`config.mk`:
```
export PLATFORM = sky130hd
export DESIGN_NAME = cache_ctrl
export DESIGN_NICKNAME = d
export VERILOG_FILES = /design/src/rtl/cache_ctrl.sv
export SDC_FILE = /design/constraint.sdc
export NUM_CORES = 1
export LEC_CHECK = 0
export CAP_MARGIN = 20
export CORE_AREA = 2 2 151 153
export CTS_BUF_LIST = sky130_fd_sc_hd__clkbuf_16
export DETAILED_ROUTE_END_ITERATION = 6
export DIE_AREA = 0 0 153 155
export DONT_BUFFER_PORTS = 1
export GPL_ROUTABILITY_DRIVEN = 1
export GPL_TIMING_DRIVEN = 0
export SLEW_MARGIN = 30
export SYNTH_ARGS = -nofsm -noshare
export SYNTH_HDL_FRONTEND = slang
export SYNTH_SLANG_ARGS = --single-unit
```
`constraint.sdc`:
```
create_clock -name clk -period 7.01 [get_ports clk]
set_clock_uncertainty 0.15 [all_clocks]
set_input_delay 1.402 -clock clk [delete_from_list [all_inputs] [get_ports clk]]
set_output_delay 1.402 -clock clk [all_outputs]
set_load 0.05 [all_outputs]
```
`src/rtl/cache_ctrl.sv`:
```
// cache_ctrl: write-back, write-allocate sequencer between a CPU port, a
// direct-mapped cache array (same-cycle lookup) and a line-wide memory port.
// Misses go through optional write-back of a dirty victim, a line fill, and
// a single cache update cycle, after which the CPU request is retried.
module cache_ctrl #(
  parameter int CNT_W = 16
) (
  input  logic             clk,
  input  logic             rst,
  input  logic [15:0]      addr,
  input  logic             re,
  input  logic             we,
  input  logic [15:0]      wr_data,
  output logic [15:0]      rd_data,
  output logic             stall,
  output logic [13:0]      c_addr,
  output logic             c_re,
  output logic             c_we,
  output logic             c_wdirty,
  output logic [63:0]      c_wr_data,
  input  logic [63:0]      c_rd_data,
  input  logic [7:0]       c_tag_out,
  input  logic             c_hit,
  input  logic             c_dirty,
  output logic [13:0]      m_addr,
  output logic             m_re,
  output logic             m_we,
  output logic [63:0]      m_wr_data,
  input  logic [63:0]      m_rd_data,
  input  logic             m_rdy,
  output logic [CNT_W-1:0] hit_cnt,
  output logic [CNT_W-1:0] miss_cnt
);

  typedef enum logic [1:0] {IDLE, WB, FILL, UPDATE} state_t;

  state_t      state;
  state_t      state_nxt;
  logic [63:0] victim_buf;
  logic [7:0]  victim_tag;
  logic [63:0] fill_buf;
  logic        retry;
  logic        req;
  logic        idle_hit;
  logic        idle_miss;
  logic [1:0]  word_sel;

  // Saturating increment: counters stick at all-ones instead of wrapping.
  function automatic logic [CNT_W-1:0] sat_inc(input logic [CNT_W-1:0] v);
    return (&v) ? v : v + {{(CNT_W-1){1'b0}}, 1'b1};
  endfunction

  // Select one 16-bit word of a 64-bit line; word 0 is bits [15:0].
  function automatic logic [15:0] get_word(input logic [63:0] line,
                                           input logic [1:0]  sel);
    return line[{sel, 4'b0000} +: 16];
  endfunction

  // Replace one 16-bit word of a 64-bit line.
  function automatic logic [63:0] merge_word(input logic [63:0] line,
                                             input logic [1:0]  sel,
                                             input logic [15:0] w);
    logic [63:0] r;
    r = line;
    r[{sel, 4'b0000} +: 16] = w;
    return r;
  endfunction

  // A simultaneous read and write is a write; any request opens a lookup.
  assign req       = re | we;
  assign idle_hit  = (state == IDLE) & req & c_hit;
  assign idle_miss = (state == IDLE) & req & ~c_hit;
  assign word_sel  = addr[1:0];

  // State register; reset abandons any memory transaction in flight.
  always_ff @(posedge clk or posedge rst) begin
    if (rst) state <= IDLE;
    else     state <= state_nxt;
  end

  // Next-state: m_rdy only matters while a memory transaction is open.
  always_comb begin
    state_nxt = state;
    case (state)
      IDLE:    if (idle_miss) state_nxt = c_dirty ? WB : FILL;
      WB:      if (m_rdy) state_nxt = FILL;
      FILL:    if (m_rdy) state_nxt = UPDATE;
      UPDATE:  state_nxt = IDLE;
      default: state_nxt = IDLE;
    endcase
  end

  // Outputs: cache lookup in IDLE, memory traffic in WB/FILL, line install in UPDATE.
  always_comb begin
    c_addr    = addr[15:2];
    c_re      = 1'b0;
    c_we      = 1'b0;
    c_wdirty  = 1'b0;
    c_wr_data = merge_word(c_rd_data, word_sel, wr_data);
    m_addr    = addr[15:2];
    m_re      = 1'b0;
    m_we      = 1'b0;
    m_wr_data = victim_buf;
    rd_data   = get_word(c_rd_data, word_sel);
    stall     = req & ~((state == IDLE) & c_hit);
    case (state)
      IDLE: begin
        c_re = req;
        if (idle_hit & we) begin
          c_we     = 1'b1;
          c_wdirty = 1'b1;
        end
      end
      WB: begin
        m_we   = 1'b1;
        m_addr = {victim_tag, addr[7:2]};
      end
      FILL: begin
        m_re = 1'b1;
      end
      UPDATE: begin
        c_we      = 1'b1;
        c_wr_data = fill_buf;
      end
      default: ;
    endcase
    // The cache clears itself during reset; never write it then.
    if (rst) c_we = 1'b0;
  end

  // Victim capture on a dirty miss, line capture at fill completion.
  always_ff @(posedge clk or posedge rst) begin
    if (rst) begin
      victim_buf <= '0;
      victim_tag <= '0;
      fill_buf   <= '0;
    end else begin
      if (idle_miss & c_dirty) begin
        victim_buf <= c_rd_data;
        victim_tag <= c_tag_out;
      end
      if ((state == FILL) & m_rdy) fill_buf <= m_rd_data;
    end
  end

  // Statistics: the hit that completes a retried miss is not a new hit.
  always_ff @(posedge clk or posedge rst) begin
    if (rst) begin
      hit_cnt  <= '0;
      miss_cnt <= '0;
      retry    <= 1'b0;
    end else begin
      if (idle_hit & ~retry) hit_cnt <= sat_inc(hit_cnt);
      if (idle_miss)         miss_cnt <= sat_inc(miss_cnt);
      if (state == UPDATE)    retry <= 1'b1;
      else if (state == IDLE) retry <= 1'b0;
    end
  end

endmodule

```
==> results of run 1 <==
how the worst max path moves through the flow:
stage               startpoint             to  slack [ps]  cells after the start
floorplan                  rst           c_we         900                      2
global placement           rst           c_we        -360                      2
detailed placement     addr[1]  c_wr_data[52]         480                      8
CTS                    addr[1]  c_wr_data[52]         490                      8
global route           addr[1]  c_wr_data[56]         300                      8
finish                 addr[1]  c_wr_data[23]         480                      8
area by class of cell:
type                    count  area, µm²  area share (%)
multi-input cells         529       4320            42.9
flip-flops and latches    171       4280            42.5
clock buffers              17        425            4.23
well taps                 285        357            3.54
plain buffers              62        344            3.42
clock inverters            15        173            1.72
repair buffers              6        120            1.19
inverters                   9       37.5           0.373
diodes                      3       7.51          0.0746
cell families (layout without fill, tap and decap cells):
| group | Yosys count | count (layout) | share of synthesized area [%] |
|---|---|---|---|
| buffers and inverters | 71 | 109 | 4.25 |
| xor gates and xnor gates | 27 | 27 | 2.66 |
| and+or+nand+nor | 185 | 185 | 11.3 |
| adders and majority gates | 12 | 12 | 1.69 |
| AOI/OAI and AO/OA | 138 | 138 | 8.86 |
| DFF | 171 | 171 | 48.1 |
| muxes | 167 | 167 | 23.1 |
| other | 0 | 3 | 0 |
critical path, stage by stage:
cell	delay (ps)
clkbuf_1	400
buf_1	610
inv_1	190
ha_1	380
nand3_1	130
nor3_1	790
a22oi_1	220
o21ai_1	840
per-stage QoR:
stage	setup TNS, ps	setup WS, ps	cell area, µm²
after detailed placement	0	479	9440
after global routing	0	303	10100
after global placement	-932	-358	9260
after CTS	0	487	10000
final	0	480	10100
after floorplan	0	903	8900
state kept, by name, indices dropped and copies added (netlist names):
signal      count
fill_buf       64
m_wr_data      64
hit_cnt        16
miss_cnt       16
victim_tag      8
state           2
retry           1
synthesized netlist by cell type, drive strengths merged, types with 9 or more instances:
| library cell | number |
|---|---|
| nand4 | 18 |
| nor2b | 32 |
| nor2 | 9 |
| nand2 | 74 |
| a22oi | 30 |
| mux4 | 16 |
| ha | 12 |
| xor2 | 12 |
| mux2 | 148 |
| buf | 33 |
| a21oi | 37 |
| nand3 | 12 |
| dfrtp | 171 |
| inv | 9 |
| xnor2 | 15 |
| o21ai | 65 |
| clkbuf | 29 |
per-layer routing:
metal | vias to the layer above | global-route usage (%) | routed length [µm]
li1 | 2820 | - | -
met1 | 3241 | 29.6 | 11700
met2 | 291 | 42.7 | 15200
met3 | 46 | 9.89 | 2900
met4 | 6 | 9.30 | 960
met5 | - | 0 | 42
power breakdown:
part	internal (mW)	leakage, nW	switching (mW)
Clock	0.562	0.294	0.423
Sequential	1.41	2.09	1.05
Combinational	0.599	1.76	1.30
==> out/metrics.yaml, run 1 <==
synth:
  synth-seq-cells: 171
  yosys_warnings: 0
  synth_cell_types: 44
  async_flop_share_pct: 100
  synth_top_area_share_pct: 48.1
  synth_top_area_cell: "dfrtp_1"
  synth_ff_type: "dfrtp_1"
  syn_avg_cell_area_um2: 11.5
  seq_area_frac_synth_pct: 48.1
  synth_edf_count: 0
  netlist_area_mm2: 0.00889
  syn_inst: 771
  synth_nets: 958
  synthTopCellsByArea: "dfrtp_1, mux2_2, mux4_2, o21ai_0, nand2_1"
layout:
  layout-area-overhead-vs-synth_pct: 13.1
  fin_util_pct: 45.3
  nNetsFinal: 983
  layout_common_cells: "dfrtp_1, mux2_2, nand2_1"
  drive_above_1_share_pct: 32.5
  fillers: 2096
  final_common_cell: "dfrtp_1"
  final_cells: 1097
die:
  dieArea_mm2: 0.0237
  core_area_mm2: 0.0222
  fp.dieW_um: 153
  die_height_um: 155
  ioPinCount: 385
  placementRows: 55
  start_util_pct: 40.0
routing:
  routed_wl_um: 30800
  wire_per_inst_um: 28.1
  drc_errors: 0
  firstDrtPassIters: 4
  vias: 6404
  first_iter_violations: 306
  antenna_left: 0
  viasPerCell: 5.84
sta:
  drv_slew: 0
  hold_viol: 0
  worst_hold_slack_ps: 349
  worst_pin_slew_ps: 1040
  setup_viol: 0
  finalCriticalPeriod_ps: 6530
  final.period_utilization_pct: 93.1
  rsz0062_at_grt: "no"
  slew_headroom_pct: 29.9
  timing.fmax_ghz: 0.153
clocking:
  cts_tree: "done"
  clkTransAtPathRegs_ps: 70
  clockBufferDepth: 2
  postCtsHoldBufs: 0
  ctsResizeCount: 0
  cts.sinks: 171
  cts_root_buf: "clkbuf_16"
  h-tree-depth: 4
  insertion_delay_ps: 420
  numCtsBuffers: 17
  post-cts-setup-buffer-count: 0
setup_path:
  reg2reg_slack_ps: 4290
  reg2reg_depth: 8
  crit_path_end_kind: "output pin"
  timing.rr.start: "state[0]$_DFFE_PP0P_"
  setup.worst_path.class: "input port to output pin"
  r2r_end: "m_wr_data[23]$_DFFE_PP0P_"
  startpoint_type: "input port"
  crit_arrival_ps: 4980
  critPathRequiredTime_ps: 5460
  crit_fanout: 10
grt:
  grt_max_degree: 31
  grtUsageTotal_pct: 25.4
  grt_antenna_before_repair: 6
  grt_pass1_wl_um: 44200
  grt_pass1_vias: 6387
  gr-total-overflow: 0
placed_design:
  dp_hpwl_um: 25200
  io_buffers: 0
  place_inst: 1062
  finalWeightedCongestion: 0.872
power:
  power.density_mw_per_mm2: 531
  leakage_nw: 4.14
  ir_worst_vdd_mv: 0.269
  power.total_mw: 5.35
worst_hold_path:
  worstHoldEndpoint: "retry$_DFFE_PP0N_"
  whs_path_depth: 1
  min_from: "retry$_DFFE_PP0N_"
  worstHoldPathType: "register to register"
run:
  cap_viol_max_count: 0
outcome:
  outcome: "finished, final reports clean"
Power figures use the tool's default switching activity.
==> run 2: changes to the inputs <==
Settings changed: CORE_AREA 2 2 151 153 to 2 2 149 151, DIE_AREA 0 0 153 155 to 0 0 151 153.
Clock period 7.01 ns to 6.4 ns, I/O delays scaled along.
==> out/metrics.yaml, run 2 (synthesized netlist as in run 1, its figures left out) <==
outcome:
  outcome: "finished, final reports clean"  # unchanged
sta:
  finalCriticalPeriod_ps: 6250
  timing.fmax_ghz: 0.160
  timing.final.ws_setup_ps: 149  # was 480 ps
  slew_headroom_pct: 30.7  # was 29.9%
  worst_pin_slew_ps: 1030  # was 1040 ps
  rsz0062_at_grt: "no"  # unchanged
  final.period_utilization_pct: 97.7
  worst_hold_slack_ps: 355  # was 349 ps
  setup_viol: 0  # unchanged
  hold_viol: 0  # unchanged
  drv_slew: 0  # unchanged
clocking:
  clockBufferDepth: 2  # unchanged
  clkTransAtPathRegs_ps: 70  # about the same
  postCtsHoldBufs: 0  # unchanged
  h-tree-depth: 4  # unchanged
  insertion_delay_ps: 430  # was 420 ps
  numCtsBuffers: 17  # unchanged
  cts_root_buf: "clkbuf_16"  # unchanged
  cts_tree: "done"  # unchanged
  cts.sinks: 171  # unchanged
die:
  die_height_um: 153  # was 155 µm
  fp.dieW_um: 151  # was 153 µm
  dieArea_mm2: 0.0231  # was 0.0237 mm²
  ioPinCount: 385  # unchanged
  start_util_pct: 41.4  # was 40.0%
  core_area_mm2: 0.0215  # was 0.0222 mm²
  placementRows: 54  # was 55
worst_hold_path:
  worstHoldEndpoint: "retry$_DFFE_PP0N_"  # unchanged
  min_from: "retry$_DFFE_PP0N_"  # unchanged
  whs_path_depth: 1  # unchanged
  worstHoldPathType: "register to register"  # unchanged
layout:
  final_common_cell: "dfrtp_1"  # unchanged
  final_area_mm2: 0.0103  # was 0.0101 mm²
  regArea_mm2: 0.00428  # unchanged
  layout_common_cells: "dfrtp_1, mux2_2, nand2_1"  # unchanged
  drive_above_1_share_pct: 36.4  # was 32.5%
  fillers: 2009  # was 2,096
  multi_input_area_mm2: 0.00443  # was 0.00432 mm²
  nNetsFinal: 985  # was 983
  layout-area-overhead-vs-synth_pct: 15.3  # was 13.1%
setup_path:
  crit_path_end_kind: "output pin"  # unchanged
  startpoint: "addr[1]"  # unchanged
  startpoint_type: "input port"  # unchanged
  critPathRequiredTime_ps: 4970  # was 5460 ps
  path_buf_inv: 4  # was 3
  cpPeakStageDelay_ps: 820  # was 840 ps
  r2r_end: "fill_buf[0]$_DFFE_PP0P_"  # was m_wr_data[23]$_DFFE_PP0P_
  crit_arrival_ps: 4820  # was 4980 ps
  crit_fanout: 10  # unchanged
  crit_chain: "clkbuf_1 -> buf_1 -> inv_1 -> ha_1 -> clkbuf_1 -> nor2_1 -> a22oi_1 -> o21ai_1"  # was clkbuf_1 -> buf_1 -> inv_1 -> ha_1 -> nand3_1 -> nor3_1 -> a22oi_1 -> o21ai_1
  crit_top_cell: "clkbuf_1"
  crit_family: "buffers and inverters"  # unchanged
  reg2reg_depth: 5  # was 8
  crit_slowest_cell: "o21ai_1"  # unchanged
  reg2reg_slack_ps: 3670  # was 4290 ps
  timing.rr.start: "state[0]$_DFFE_PP0P_"  # unchanged
  setup.worst_path.class: "input port to output pin"  # unchanged
power:
  power.total_mw: 5.93  # was 5.35 mW
  p_sw_mw: 3.09  # was 2.78 mW
  ir_worst_vdd_mv: 0.268  # was 0.269 mV
  p_int_mw: 2.84  # was 2.57 mW
  leakage_nw: 4.22  # was 4.14 nW
  clkPwrFrac_pct: 18.3  # was 18.4%
  power.density_mw_per_mm2: 578  # was 531 mW/mm²
  p_seq_share_pct: 45.3  # was 46.0%
  p_comb_share_pct: 36.4  # was 35.6%
  sw_frac_of_total_pct: 52.1  # was 52.0%
placed_design:
  post-place-ws_ps: -19.4  # was 479 ps
  dpl_cell_area_mm2: 0.00953  # was 0.00944 mm²
  finalWeightedCongestion: 0.885  # was 0.872
  io_buffers: 0  # unchanged
  dp_hpwl_um: 25100  # was 25,200 µm
run:
  cap_viol_max_count: 0  # unchanged
grt:
  top_usage_layer: "met2"  # unchanged
  grt.met3_usage_pct: 9.19  # was 9.89%
  met1_usage_pct: 31.6  # was 29.6%
  grt_pass1_wl_um: 44900  # was 44,200 µm
  grt_util_met2_pct: 43.5  # was 42.7%
  grt_max_degree: 30  # was 31
  grt_pass1_vias: 6679  # was 6,387
  grtUsageTotal_pct: 26.5  # was 25.4%
  grt_antenna_before_repair: 8  # was 6
  gr-total-overflow: 0  # unchanged
routing:
  vias: 6538  # was 6,404
  wire_per_inst_um: 28.1  # about the same
  drc_errors: 0  # unchanged
  viasPerCell: 5.95  # was 5.84
  antenna_left: 0  # unchanged
  first_iter_violations: 354  # was 306
  routed_wl_um: 30900  # was 30,800 µm
  firstDrtPassIters: 5  # was 4
## run 2: worst register-to-register path, stage by stage, from the launching register on
cell      delay [ps]
dfrtp_1          410
inv_1            130
ha_1             570
nand2_1          520
clkbuf_1         450
mux2_2           390
## run 2: area by class of cell
cell class,count,area share (%)
Inverter,9,0.366
Buffer,62,3.35
Multi-Input combinational cell,529,43.2
Clock inverter,15,1.68
Sequential cell,171,41.7
Tap cell,280,3.42
Antenna cell,8,0.195
Clock buffer,17,4.15
Timing Repair Buffer,8,1.93
## run 2: layer usage
layer	share of wire (%)	vias to the layer above	wire length, µm
met5	0.042	-	13
met4	3.6	2	1120
met3	9.2	58	2850
met2	49	297	15200
met1	38	3338	11700
li1	-	2843	-
## run 2: timing repair
item	CTS	global route
setup endpoints to repair	1	21
resized for setup	1	21
buffers inserted	0	0
endpoints found under the hold margin	0	0
gates cloned	0	0
## run 2: worst max-delay path by stage
stage,cells after the start,endpoint
after floorplan,2,c_we
after global placement,2,c_we
after detailed placement,8,c_wr_data[48]
after CTS,8,c_wr_data[57]
after global routing,8,c_wr_data[24]
final,8,c_wr_data[24]
## run 2: through the flow
step           setup TNS [ps]  cells  utilization (%)
5_1_grt                     0   1095             47.7
3_5_place_dp            -19.4   1059             44.4
2_1_floorplan               0    771                -
3_3_place_gp           -16100   1051             43.0
4_1_cts                     0   1091             47.2
6_report                    0   1099             47.7
## run 2: power by group through the flow
stage          logic, mW  registers (mW)  clock network (mW)
2_1_floorplan       1.74            2.60                   0
3_3_place_gp        2.01            2.70                   0
3_5_place_dp        2.12            2.71                   0
4_1_cts             2.13            2.69                1.11
5_1_grt             2.29            2.75                1.16
6_report            2.16            2.69                1.09
